`config.mk`:
```
export PLATFORM = sky130hd
export DESIGN_NAME = receiver_credit_fifo_flat
export DESIGN_NICKNAME = d
export VERILOG_FILES = /design/src/rtl/receiver_credit_fifo_if.sv /design/src/rtl/receiver_credit_fifo.sv /design/src/flat_wrapper.sv
export SDC_FILE = /design/constraint.sdc
export NUM_CORES = 1
export LEC_CHECK = 0
export BUFFER_PORTS_ARGS = -buffer_cell sky130_fd_sc_hd__buf_2
export CORE_AREA = 2 2 140 142
export DETAILED_ROUTE_END_ITERATION = 16
export DIE_AREA = 0 0 142 144
export PLACE_DENSITY = 0.9
export SYNTH_ARGS = -nofsm -noshare
export SYNTH_HDL_FRONTEND = slang
export SYNTH_SLANG_ARGS = --single-unit
```
`constraint.sdc`:
```
create_clock -name clk_i -period 4.9 [get_ports clk_i]
set_clock_uncertainty 0.15 [all_clocks]
set_input_delay 0.735 -clock clk_i [delete_from_list [all_inputs] [get_ports clk_i]]
set_output_delay 0.735 -clock clk_i [all_outputs]
set_load 0.005 [all_outputs]
```
`src/rtl/receiver_credit_fifo_if.sv`:
```
// ---------------------------------------------------------------------------
// receiver_credit_fifo_if
//   Bundles the link-side and consumer-side signals of the receiver credit
//   FIFO.
//
//   Signals
//     valid_i    : upstream link word valid (one word per asserted cycle)
//     data_i     : upstream link word
//     yummy_o    : one-cycle credit return pulse per freed entry
//     valid_o    : head entry available to the consumer
//     data_o     : head entry contents (show-ahead)
//     ready_i    : consumer accepts the head entry
//     count_o    : current occupancy, 0..DEPTH
//     overflow_o : sticky error, a word arrived with no free entry
//     rx_words_o : number of words accepted since reset (wraps)
//
//   Modports
//     slave  : the FIFO itself
//     master : the environment (upstream sender plus downstream consumer)
// ---------------------------------------------------------------------------
interface receiver_credit_fifo_if #(
   parameter int DEPTH      = 4,
   parameter int DATA_WIDTH = 64
);
   localparam int CNT_W = $clog2(DEPTH + 1);

   logic                  valid_i;
   logic [DATA_WIDTH-1:0] data_i;
   logic                  yummy_o;
   logic                  valid_o;
   logic [DATA_WIDTH-1:0] data_o;
   logic                  ready_i;
   logic [CNT_W-1:0]      count_o;
   logic                  overflow_o;
   logic [31:0]           rx_words_o;

   modport slave (
      input  valid_i,
      input  data_i,
      input  ready_i,
      output yummy_o,
      output valid_o,
      output data_o,
      output count_o,
      output overflow_o,
      output rx_words_o
   );

   modport master (
      output valid_i,
      output data_i,
      output ready_i,
      input  yummy_o,
      input  valid_o,
      input  data_o,
      input  count_o,
      input  overflow_o,
      input  rx_words_o
   );
endinterface

```
`src/rtl/receiver_credit_fifo.sv`:
```
// ---------------------------------------------------------------------------
// receiver_credit_fifo
//   Receive side of a credit-based link. The upstream sender starts with
//   DEPTH credits and spends one per word; this block buffers the words in a
//   DEPTH-entry circular FIFO and hands a credit back (yummy_o) the cycle
//   after each entry is consumed. No credits are sent at reset: both ends
//   come out of reset agreeing that DEPTH entries are free.
//
//   Ports
//     clk_i  : single clock, all state changes on the rising edge
//     rstn_i : asynchronous active-low reset
//     bus    : receiver_credit_fifo_if.slave (see the interface for details)
//
//   Parameters
//     DEPTH      : FIFO entries / initial sender credits, power of two 2..16
//     DATA_WIDTH : link word width
// ---------------------------------------------------------------------------
module receiver_credit_fifo #(
   parameter int DEPTH      = 4,
   parameter int DATA_WIDTH = 64
) (
   input  logic                   clk_i,
   input  logic                   rstn_i,
   receiver_credit_fifo_if.slave  bus
);

   localparam int PTR_W = $clog2(DEPTH);
   localparam int CNT_W = $clog2(DEPTH + 1);

   localparam logic [CNT_W-1:0] FULL_COUNT = CNT_W'(DEPTH);
   localparam logic [PTR_W-1:0] LAST_PTR   = PTR_W'(DEPTH - 1);

   // ------------------------------------------------------------------------
   // State
   // ------------------------------------------------------------------------
   logic [DATA_WIDTH-1:0] r_mem [DEPTH];
   logic [PTR_W-1:0]      r_wr_ptr;
   logic [PTR_W-1:0]      r_rd_ptr;
   logic [CNT_W-1:0]      r_count;
   logic                  r_yummy;
   logic                  r_overflow;
   logic [31:0]           r_rx_words;

   // ------------------------------------------------------------------------
   // Handshake decode
   // ------------------------------------------------------------------------
   logic                  w_not_empty;
   logic                  w_has_room;
   logic                  w_deq;
   logic                  w_enq;
   logic                  w_drop;
   logic [PTR_W-1:0]      w_wr_ptr_next;
   logic [PTR_W-1:0]      w_rd_ptr_next;
   logic [CNT_W-1:0]      w_count_next;

   assign w_not_empty = (r_count != '0);
   assign w_has_room  = (r_count < FULL_COUNT);

   // ready_i is meaningless while empty, so it is masked here rather than
   // letting it touch the read pointer, counter or credit path.
   assign w_deq = w_not_empty & bus.ready_i;

   // A full FIFO can still take a word when the head leaves in the same
   // cycle: the slot being freed is the one the write pointer lands on.
   assign w_enq  = bus.valid_i & (w_has_room | w_deq);
   assign w_drop = bus.valid_i & ~w_enq;

   // Explicit wrap so the pointers stay correct independent of how the
   // pointer width relates to DEPTH.
   assign w_wr_ptr_next = (r_wr_ptr == LAST_PTR) ? '0 : r_wr_ptr + PTR_W'(1);
   assign w_rd_ptr_next = (r_rd_ptr == LAST_PTR) ? '0 : r_rd_ptr + PTR_W'(1);

   always_comb begin
      w_count_next = r_count;
      unique case ({w_enq, w_deq})
         2'b10:   w_count_next = r_count + CNT_W'(1);
         2'b01:   w_count_next = r_count - CNT_W'(1);
         default: w_count_next = r_count;
      endcase
   end

   // ------------------------------------------------------------------------
   // Storage: not reset, only ever read through the show-ahead port while
   // count is non-zero, so stale contents are never observable.
   // ------------------------------------------------------------------------
   always_ff @(posedge clk_i) begin
      if (w_enq) begin
         r_mem[r_wr_ptr] <= bus.data_i;
      end
   end

   // ------------------------------------------------------------------------
   // Pointers, occupancy and counters
   // ------------------------------------------------------------------------
   always_ff @(posedge clk_i or negedge rstn_i) begin
      if (!rstn_i) begin
         r_wr_ptr   <= '0;
         r_rd_ptr   <= '0;
         r_count    <= '0;
         r_rx_words <= '0;
      end else begin
         if (w_enq) begin
            r_wr_ptr   <= w_wr_ptr_next;
            r_rx_words <= r_rx_words + 32'd1;
         end
         if (w_deq) begin
            r_rd_ptr <= w_rd_ptr_next;
         end
         r_count <= w_count_next;
      end
   end

   // ------------------------------------------------------------------------
   // Credit return and error flag
   // The credit pulse is simply the dequeue strobe delayed by one cycle, so
   // every consumed entry yields exactly one pulse and dropped words never
   // do. Reset clears a pulse that is about to be issued, which keeps the
   // sender's credit count in step with its own reset.
   // ------------------------------------------------------------------------
   always_ff @(posedge clk_i or negedge rstn_i) begin
      if (!rstn_i) begin
         r_yummy    <= 1'b0;
         r_overflow <= 1'b0;
      end else begin
         r_yummy <= w_deq;
         if (w_drop) begin
            r_overflow <= 1'b1;
         end
      end
   end

   // ------------------------------------------------------------------------
   // Outputs
   // ------------------------------------------------------------------------
   assign bus.valid_o    = w_not_empty;
   assign bus.data_o     = r_mem[r_rd_ptr];
   assign bus.count_o    = r_count;
   assign bus.yummy_o    = r_yummy;
   assign bus.overflow_o = r_overflow;
   assign bus.rx_words_o = r_rx_words;

endmodule
```
`src/flat_wrapper.sv`:
```
// flat-port wrapper written by rule: the top's interface ports become plain ports
module receiver_credit_fifo_flat 
#(
   parameter int DEPTH      = 4,
   parameter int DATA_WIDTH = 64
)
  (clk_i, rstn_i, bus_valid_i, bus_data_i, bus_ready_i, bus_yummy_o, bus_valid_o, bus_data_o, bus_count_o, bus_overflow_o, bus_rx_words_o);
  receiver_credit_fifo_if #(.DEPTH(DEPTH), .DATA_WIDTH(DATA_WIDTH)) bus_i ();
  input  logic clk_i;
  input  logic rstn_i;
  input wire logic [$bits(bus_i.valid_i)-1:0] bus_valid_i;
  input wire logic [$bits(bus_i.data_i)-1:0] bus_data_i;
  input wire logic [$bits(bus_i.ready_i)-1:0] bus_ready_i;
  output wire logic [$bits(bus_i.yummy_o)-1:0] bus_yummy_o;
  output wire logic [$bits(bus_i.valid_o)-1:0] bus_valid_o;
  output wire logic [$bits(bus_i.data_o)-1:0] bus_data_o;
  output wire logic [$bits(bus_i.count_o)-1:0] bus_count_o;
  output wire logic [$bits(bus_i.overflow_o)-1:0] bus_overflow_o;
  output wire logic [$bits(bus_i.rx_words_o)-1:0] bus_rx_words_o;
  assign bus_i.valid_i = bus_valid_i;
  assign bus_i.data_i = bus_data_i;
  assign bus_i.ready_i = bus_ready_i;
  assign bus_yummy_o = bus_i.yummy_o;
  assign bus_valid_o = bus_i.valid_o;
  assign bus_data_o = bus_i.data_o;
  assign bus_count_o = bus_i.count_o;
  assign bus_overflow_o = bus_i.overflow_o;
  assign bus_rx_words_o = bus_i.rx_words_o;
  receiver_credit_fifo #(.DEPTH(DEPTH), .DATA_WIDTH(DATA_WIDTH)) u_core (.clk_i(clk_i), .rstn_i(rstn_i), .bus(bus_i));
endmodule
```
== Yosys cells after proc, flatten, opt, wreduce, memory -nomap -nowiden ==
Memory sizes are Yosys's and may differ from the RTL's.
Index checks and enable logic that the tools add are counted.
Operators by class
  $add $sub $neg: 5
  order comparisons: 1
  equal/unequal tests: 4
  mux-type cells: 5
  bitwise logic cells: 5
  reductions and logical operators: 2
Operator list (number)
  32-bit by 1-bit adder with 32-bit output (second input constant): 1
  2-bit equality test (second input constant): 3
  3-bit one-hot mux with 2 select lines: 1
  2-bit by 1-bit adder with 2-bit output (second input constant): 2
  2-bit two-way mux: 2
  3-bit by 1-bit adder with 3-bit output (second input constant): 1
  1-bit bitwise AND: 3
  3-bit < comparator (second input constant): 1
  3-bit nonzero test: 1
  3-bit by 1-bit subtractor with 3-bit output (second input constant): 1
  2-bit by 1-bit equality test with 1-bit output (second input constant): 1
  1-bit two-way mux: 2
  2-bit nonzero test: 1
  1-bit inverter: 1
  1-bit OR: 1
Storage, ports and cells
  register bits: 41
  bits in writable memories: 256
  input port bits: 68
  output and inout port bits: 102
  memories: 1
Memories
  u_core.r_mem: words 4, width 64, read ports 1, clocked after memory_dff 0, write ports 1, line receiver_credit_fifo.sv:36  | logic [DATA_WIDTH-1:0] r_mem [DEPTH];

== Logic depth before layout (Yosys ltp) ==
Gate-level depths: netlist of the first run.
  depth after elaboration: 6
  depth in mapped cells: 10
  mapped depth without buffers: 9

== Worst setup path after synthesis of the first run ==
No wires, ideal clock.
  kind: input port to flip-flop
  start point: input port bus_valid_i
  end point: memory u_core.r_mem[0][0], enable pin
  arrival time: 2555 ps
  data required time: 4321 ps
  setup slack: 1766 ps
  stages: 2
  cell sequence: clkbuf_1 and3_1
Between the ends
  longest elaborated chain between the ends: 3
Ends and longest elaborated chain
  start: declaration: line flat_wrapper.sv:11  | input wire logic [$bits(bus_i.valid_i)-1:0] bus_valid_i;
  1-bit bitwise AND: line receiver_credit_fifo.sv:65  | assign w_enq = bus.valid_i & (w_has_room | w_deq);
  1-bit two-way mux: line receiver_credit_fifo.sv:87  | if (w_enq) begin
  1-bit two-way mux (implied by the code): line receiver_credit_fifo.sv:88  | r_mem[r_wr_ptr] <= bus.data_i;
  end: declaration: line receiver_credit_fifo.sv:36
No other way between the ends.

== Final worst setup path of the first run ==
  start point: register u_core.r_rd_ptr[0]
  end point: output port bus_data_o[35]
Between the ends
  longest elaborated chain between the ends: 1
Ends and longest elaborated chain
  start: declaration: line receiver_credit_fifo.sv:38  | logic [PTR_W-1:0] r_rd_ptr;
  start signal: assignment: line receiver_credit_fifo.sv:107  | r_rd_ptr <= w_rd_ptr_next;
  memory read 4 x 64 bit
  end: declaration: line flat_wrapper.sv:16  | output wire logic [$bits(bus_i.data_o)-1:0] bus_data_o;
No other way between the ends.

==> metrics.yaml, run 1 <==
nNetsFinal: 773
ys_ff_latch: 297
syn_nets: 591
routed_wl_um: 21370
fillCellCount: 1125
multiInputGateArea_um2: 2392
p_leak_uw: 0.004871
boundaryPins: 170
pwr-share-clk_pct: 30.2
report.final.setup_viol: 0
die-width_um: 142
clock-sinks: 297
end_kind: "output pin"
wl_per_cell_um: 22.30
worstPathMaxFanout: 38
cts_setup_buffers: 0
first_iter_violations: 408
p_int_uw: 5444
layout_setup_ws_ps: 1381
power-per-cell-area_nw_per_um2: 557.5
outcome: "finished clean"
worstPathRequired_ps: 4010
combPwrFrac_pct: 21.9
synthToLayoutAreaGrowth_pct: 18.21
crit_arrival_ps: 2630
grt_max_degree: 67
yosysMostFrequentCell: "edfxtp_1"
start_kind: "flop"
ys.flop_type: "edfxtp_1"
cts_hold_buffers: 0
synth_edf_count: 256
netlist_top_cells_area: "edfxtp_1, mux4_2, dfrtp_1, xor2_1, xnor2_1"
synth_area_um2: 11240
period_needed_ps: 3519
dp_slack_ps: 1872
rows: 51
cpMaxStageDelayCell: "dfrtp_4"
die_area_um2: 20450
final_antenna_net_count: 0
yosysWarnings: 0
power_switching_uw: 1963
synth_top_area_share_pct: 68.40
synth_cell_types: 36
grt.overflow.total: 0
cts_resized: 0
postSynthAreaPerCell_um2: 21.82
grt_pass1_wl_um: 33020
setup_tns_ps: 0
power_uw: 7407
ys_seq_area_share_pct: 77.52
crit_type: "flop to output pin"
final-max-slew-violation-count: 0
grt_use_met2_pct: 35.70
drive_gt1_share_pct: 41.03
busiest_layer: "met2"
clock_latency_ps: 530
period_share_pct: 71.82
coreArea_um2: 19080
antenna_found_initial: 2
cts_tree: "done"
regArea_um2: 8721
root_buffer: "clkbuf_16"
synth_top_cell_by_area: "edfxtp_1"
slowest_delay_ps: 910
use_met1_pct: 28.76
tightest_slew_ps: 999.2
hold_ws_ps: 182.5
gp_congestion: 0.8257
seqPwrFrac_pct: 47.9
cp_cell_sequence: "buf_4 -> mux4_2 -> buf_2"
grt_setup_unrepaired: "no"
clk_pin_slew_worst_paths_ps: 60
netlist_instances: 515
hold_path.class: "primary input to async pin"
async_reset_ff_share_pct: 13.80
use_met3_pct: 4.570
ys_top_cells_by_count: "edfxtp_1, mux4_2, dfrtp_1, xor2_1, nand2_1"
drc: 0
vias: 5630
h-tree-depth: 1
hold_viol: 0
io_buffers: 169
via_per_inst: 5.877
p_sw_share_pct: 26.50
chipHeight_um: 144
vdd_drop_max_uv: 427.2
dp_hpwl_um: 12960
fmax_ghz: 0.2841
slew_headroom_pct: 33.39
start_util_pct: 58.91
grtUsageTotal_pct: 21.06
clockBufferDepth: 3
drv_cap: 0
grt_pass1_vias: 5900
dr.pass1.iters: 5
cts_buffers: 29
registers in the layout (all words and copies together) (netlist names):
name and cells:
u_core.r_wr_ptr 2, u_core.bus.overflow_o 1, u_core.bus.yummy_o 1, u_core.bus.count_o 3, u_core.bus.rx_words_o 32, u_core.r_rd_ptr 2, u_core.r_mem 256
kinds of logic (layout without fill, tap and decap cells):
kind of cell             Yosys count  after routing  share of synthesized area, %
AO/OA/AOI/OAI                      4              4                        0.2226
flip-flops                       297            297                         77.52
XOR/XNOR                          34             34                         2.649
buffers and inverters             31            235                         1.369
other                              0              1                             0
adder cells (fa/ha/maj)            8              8                        0.9573
multiplexers                      66             66                         13.01
AND/OR/NAND/NOR                   75             75                         4.264
power groups by stage:
stage / registers, uW / logic, uW / clock network (uW)
finish: 3550 / 1620 / 2230
floorplan: 3360 / 1140 / 0
global placement: 3570 / 1580 / 0
CTS: 3560 / 1660 / 2270
detailed placement: 3600 / 1640 / 0
global route: 3600 / 1780 / 2380
metal layers:
metal  wire, um  vias up
li1           -     2461
met1       8743     2895
met2      10770      243
met3       1541       29
met4        303        2
met5         11        -
worst max-delay path, delay by kind of cell (launching register included):
kind                   cells  cell delay [ps]
buffers and inverters      2              600
DFF                        1              910
muxes                      1              580
per-stage QoR:
step	instance area, um^2	std cells	util (%)
after floorplan	11240	515	-
after global placement	12310	904	64.54
after detailed placement	12310	904	64.54
after CTS	13280	957	69.62
after global routing	13280	957	69.62
final	13290	958	69.64
layout by cell type, fill, tap and decap left out, types with 8 or more instances in the layout:
cell type  count
edfxtp_1     256
buf_2        169
dfrtp_1       39
nand2_1       15
xnor2_1       13
nor3_1         8
clkbuf_16     29
xor2_1        21
inv_1         11
mux4_2        64
nand3_1        8
final timing paths:
check,from,endpoint,slack (ps),cells after the start
setup / recovery,u_core.r_rd_ptr[0],bus_data_o[35],1380,3
hold / removal,rstn_i,u_core.bus.count_o[1],180,1
setup reg to reg,u_core.bus.count_o[2],u_core.bus.count_o[2],2370,9
hold reg to reg,u_core.bus.overflow_o,u_core.bus.overflow_o,330,1
max in group asynchronous,rstn_i,u_core.r_rd_ptr[1],3760,1
min in group clk_i,bus_data_i[54],u_core.r_mem[2][54],260,1
layout make-up:
type	count	area share [%]
antenna	1	0.01883
clock buffer	36	5.660
clock inverter	17	1.648
inverter	11	0.3108
multi-input combinational	187	18.01
sequential	297	65.64
tap	238	2.241
timing repair buffer	171	6.479
(Power assumes the default switching activity.)
==> inputs of run 2 (changes only) <==
--- a/config.mk
+++ b/config.mk
@@ -5,11 +5,12 @@
 export SDC_FILE = /design/constraint.sdc
 export NUM_CORES = 1
 export LEC_CHECK = 0
+export ABC_AREA = 1
 export BUFFER_PORTS_ARGS = -buffer_cell sky130_fd_sc_hd__buf_2
-export CORE_AREA = 2 2 140 142
+export CORE_AREA = 2 2 155 157
 export DETAILED_ROUTE_END_ITERATION = 16
-export DIE_AREA = 0 0 142 144
-export PLACE_DENSITY = 0.9
+export DIE_AREA = 0 0 157 159
+export PLACE_DENSITY = 0.82
 export SYNTH_ARGS = -nofsm -noshare
 export SYNTH_HDL_FRONTEND = slang
 export SYNTH_SLANG_ARGS = --single-unit
==> constraint.sdc (replaced) <==
create_clock -name clk_i -period 3 [get_ports clk_i]
set_clock_uncertainty 0.15 [all_clocks]
set_input_delay 0.45 -clock clk_i [delete_from_list [all_inputs] [get_ports clk_i]]
set_output_delay 0.45 -clock clk_i [all_outputs]
set_load 0.005 [all_outputs]
==> metrics.yaml, run 2 <==
outcome: "finished clean"
antenna_found_initial: 0  # -2
regArea_um2: 8718  # about the same
fmax_ghz: 0.3540
tightest_slew_ps: 776.8  # -222.3 ps
synth_cell_types: 32  # -11%
critPathBufInv: 3  # +1
p_sw_share_pct: 31.64  # +5.1 points
grt_setup_unrepaired: "no"
dpl_cell_area_um2: 13020  # +5.7%
cts_resized: 0  # unchanged
hold_depth: 2
critPathLaunch: "u_core.r_rd_ptr[0]"
power-per-cell-area_nw_per_um2: 889.1  # +59%
r2r_setup_slack_ps: 900  # -1470 ps
p_int_uw: 8936  # +64%
dp_hpwl_um: 14230  # +9.7%
crit_type: "flop to output pin"
hold_path.class: "primary input to flop"
rows: 56  # +9.8%
netlist_top_cells_area: "edfxtp_1, dfrtp_1, o21ai_0, nor2_1, o22ai_1"
dp_slack_ps: 699.5  # -1173 ps
hp-start: "bus_valid_i"
clockBufferDepth: 3  # unchanged
first_iter_violations: 621  # +52%
yosysMostFrequentCell: "edfxtp_1"
chipHeight_um: 159  # +10%
die_area_um2: 24960  # +22%
wl_per_cell_um: 17.27  # -23%
cts_tree: "done"
cpMaxStageDelayCell: "dfrtp_4"
largest_register_ffs: 256  # unchanged
boundaryPins: 170  # unchanged
regMostFlops: "u_core.r_mem"
drv_cap: 0  # unchanged
grtUsageTotal_pct: 20.27  # -0.79 points
fin_util_pct: 63.39  # -6.2 points
netlist_instances: 907  # +76%
pwr-share-clk_pct: 29.4  # -0.8 points
combPwrFrac_pct: 29.0  # +7.1 points
fin_cells: 1483  # +55%
worst_r2r_endpoint: "u_core.bus.count_o[2]"
slew_headroom_pct: 48.21  # +15 points
hold_viol: 0  # unchanged
dr.pass1.iters: 5  # unchanged
end_kind: "output pin"
h-tree-depth: 1  # unchanged
slowest_delay_ps: 490  # -420 ps
grt.overflow.total: 0  # unchanged
async_reset_ff_share_pct: 13.80  # unchanged
postSynthAreaPerCell_um2: 12.94  # -41%
drc: 0  # unchanged
coreArea_um2: 23190  # +22%
clock_latency_ps: 540  # about the same
gp_congestion: 0.8671  # +5.0%
io_buffers: 169  # unchanged
vias: 7883  # +40%
p_leak_uw: 0.005541  # +14%
period_share_pct: 94.16
ys_seq_area_share_pct: 74.27  # -3.3 points
fillCellCount: 1644  # +46%
fin_area_um2: 14700  # +11%
min_to: "u_core.bus.overflow_o"
final_common_cell: "edfxtp_1"
yosysWarnings: 0  # unchanged
vdd_drop_max_uv: 523.5  # +23%
final_antenna_net_count: 0  # unchanged
via_per_inst: 5.316  # -9.6%
root_buffer: "clkbuf_16"
start_kind: "flop"
final-max-slew-violation-count: 0  # unchanged
power_switching_uw: 4135  # +110%
grt_max_degree: 131  # +96%
final_cell_mix: "edfxtp_1, buf_2, nor2_1"
clk_pin_slew_worst_paths_ps: 60  # about the same
cts_hold_buffers: 65  # +65
synth_top_area_share_pct: 65.52  # -2.9 points
clock-sinks: 297  # unchanged
grt_pass1_wl_um: 40210  # +22%
ys.flop_type: "edfxtp_1"
layout_setup_ws_ps: 175.1  # -1206 ps
worstPathMaxFanout: 60  # +58%
num_antenna_cells: 0  # -1
cts_buffers: 30  # +3.4%
synth_top_cell_by_area: "edfxtp_1"
routed_wl_um: 25610  # +20%
grt_pass1_vias: 7968  # +35%
ys_ff_latch: 297  # unchanged
timing.rr.start: "u_core.bus.count_o[2]"
ys_top_cells_by_count: "edfxtp_1, nor2_1, o21ai_0, nand2_1, o22ai_1"
cp_top_family: "buffers and inverters"
die-width_um: 157  # +11%
cts_setup_buffers: 0  # unchanged
syn_nets: 983  # +66%
drive_gt1_share_pct: 22.51  # -19 points
period_needed_ps: 2825
synth_edf_count: 256  # unchanged
multiInputGateArea_um2: 2674  # +12%
synthToLayoutAreaGrowth_pct: 25.31
crit_arrival_ps: 2220  # -410 ps
nNetsFinal: 1218  # +58%
synth_area_um2: 11730  # +4.4%
worstPathRequired_ps: 2400  # -1610 ps
dp.cells: 1364  # +51%
report.final.setup_viol: 0  # unchanged
seqPwrFrac_pct: 41.6  # -6.3 points
cp_cell_sequence: "clkinv_2 -> buf_12 -> o21ai_0 -> o22ai_1 -> buf_2"
start_util_pct: 50.59  # -8.3 points
reg2reg_depth: 9  # unchanged
## run 2: changes by cell type in the layout (fill, tap and decap cells not counted), sizes merged, moves of 4 or more
cell and delta:
and3 -6, buf +10, dlygate4sd3 +65, inv +36
mux4 -64, nand2 +62, nand3 +18, nor2 +159
nor4 -10, o21ai +133, o22ai +64, or3 -4
xnor2 -5, xor2 -10
## run 2: metal layers
layer	track usage (%)	routed length [um]	part of all wire, %
met5	0	0	0
met3	4.927	2266	8.8
met1	25.12	10130	40
met4	5.296	498	1.9
met2	35.57	12710	50
## run 2: area by class of cell
type / count / share of cell area, %
well taps: 319 / 2.715
multi-input cells: 517 / 18.19
repair buffers: 246 / 11.47
clock inverters: 16 / 1.447
inverters: 50 / 1.285
flip-flops and latches: 297 / 59.30
clock buffers: 38 / 5.591
## run 2: how the worst max path moves through the flow
stage	cells past startpoint	slack (ps)	end
after floorplan	5	-90	u_core.r_mem[0][0]
after global placement	10	700	u_core.bus.count_o[2]
after detailed placement	10	700	u_core.bus.count_o[2]
after CTS	5	160	bus_data_o[55]
after global routing	5	50	bus_data_o[21]
final	5	180	bus_data_o[22]
## run 2: per-stage QoR
step | setup TNS [ps] | total power (uW) | hold WS [ps]
6_report | 0 | 13070 | 63.36
5_1_grt | 0 | 13820 | 53.18
4_1_cts | 0 | 13130 | 40.94
3_5_place_dp | 0 | 9229 | 327.2
3_3_place_gp | 0 | 9084 | 305.5
2_1_floorplan | -22480 | 7613 | 4.409
## run 2: worst register-to-register path, delay by kind of cell, from the launching register on
family | cells | cell delay [ps]
buffers and inverters | 3 | 340
adders and majority gates | 2 | 520
xor gates and xnor gates | 1 | 150
AOI/OAI and AO/OA | 3 | 430
DFF | 1 | 400
## run 2: logic make-up after synthesis
group / synth area share, %
flip-flops: 74.27
AND/OR/NAND/NOR: 10.76
AO/OA/AOI/OAI: 9.438
buffers and inverters: 3.199
XOR/XNOR: 1.418
adder cells (fa/ha/maj): 0.9171
## run 2: power by group through the flow
| stage | Sequential, uW | Combinational (uW) | Clock (uW) |
|---|---|---|---|
| 2_1_floorplan | 5480 | 2130 | 0 |
| 3_3_place_gp | 5480 | 3600 | 0 |
| 3_5_place_dp | 5500 | 3720 | 0 |
| 4_1_cts | 5430 | 3800 | 3900 |
| 5_1_grt | 5480 | 4240 | 4100 |
| 6_report | 5430 | 3790 | 3850 |
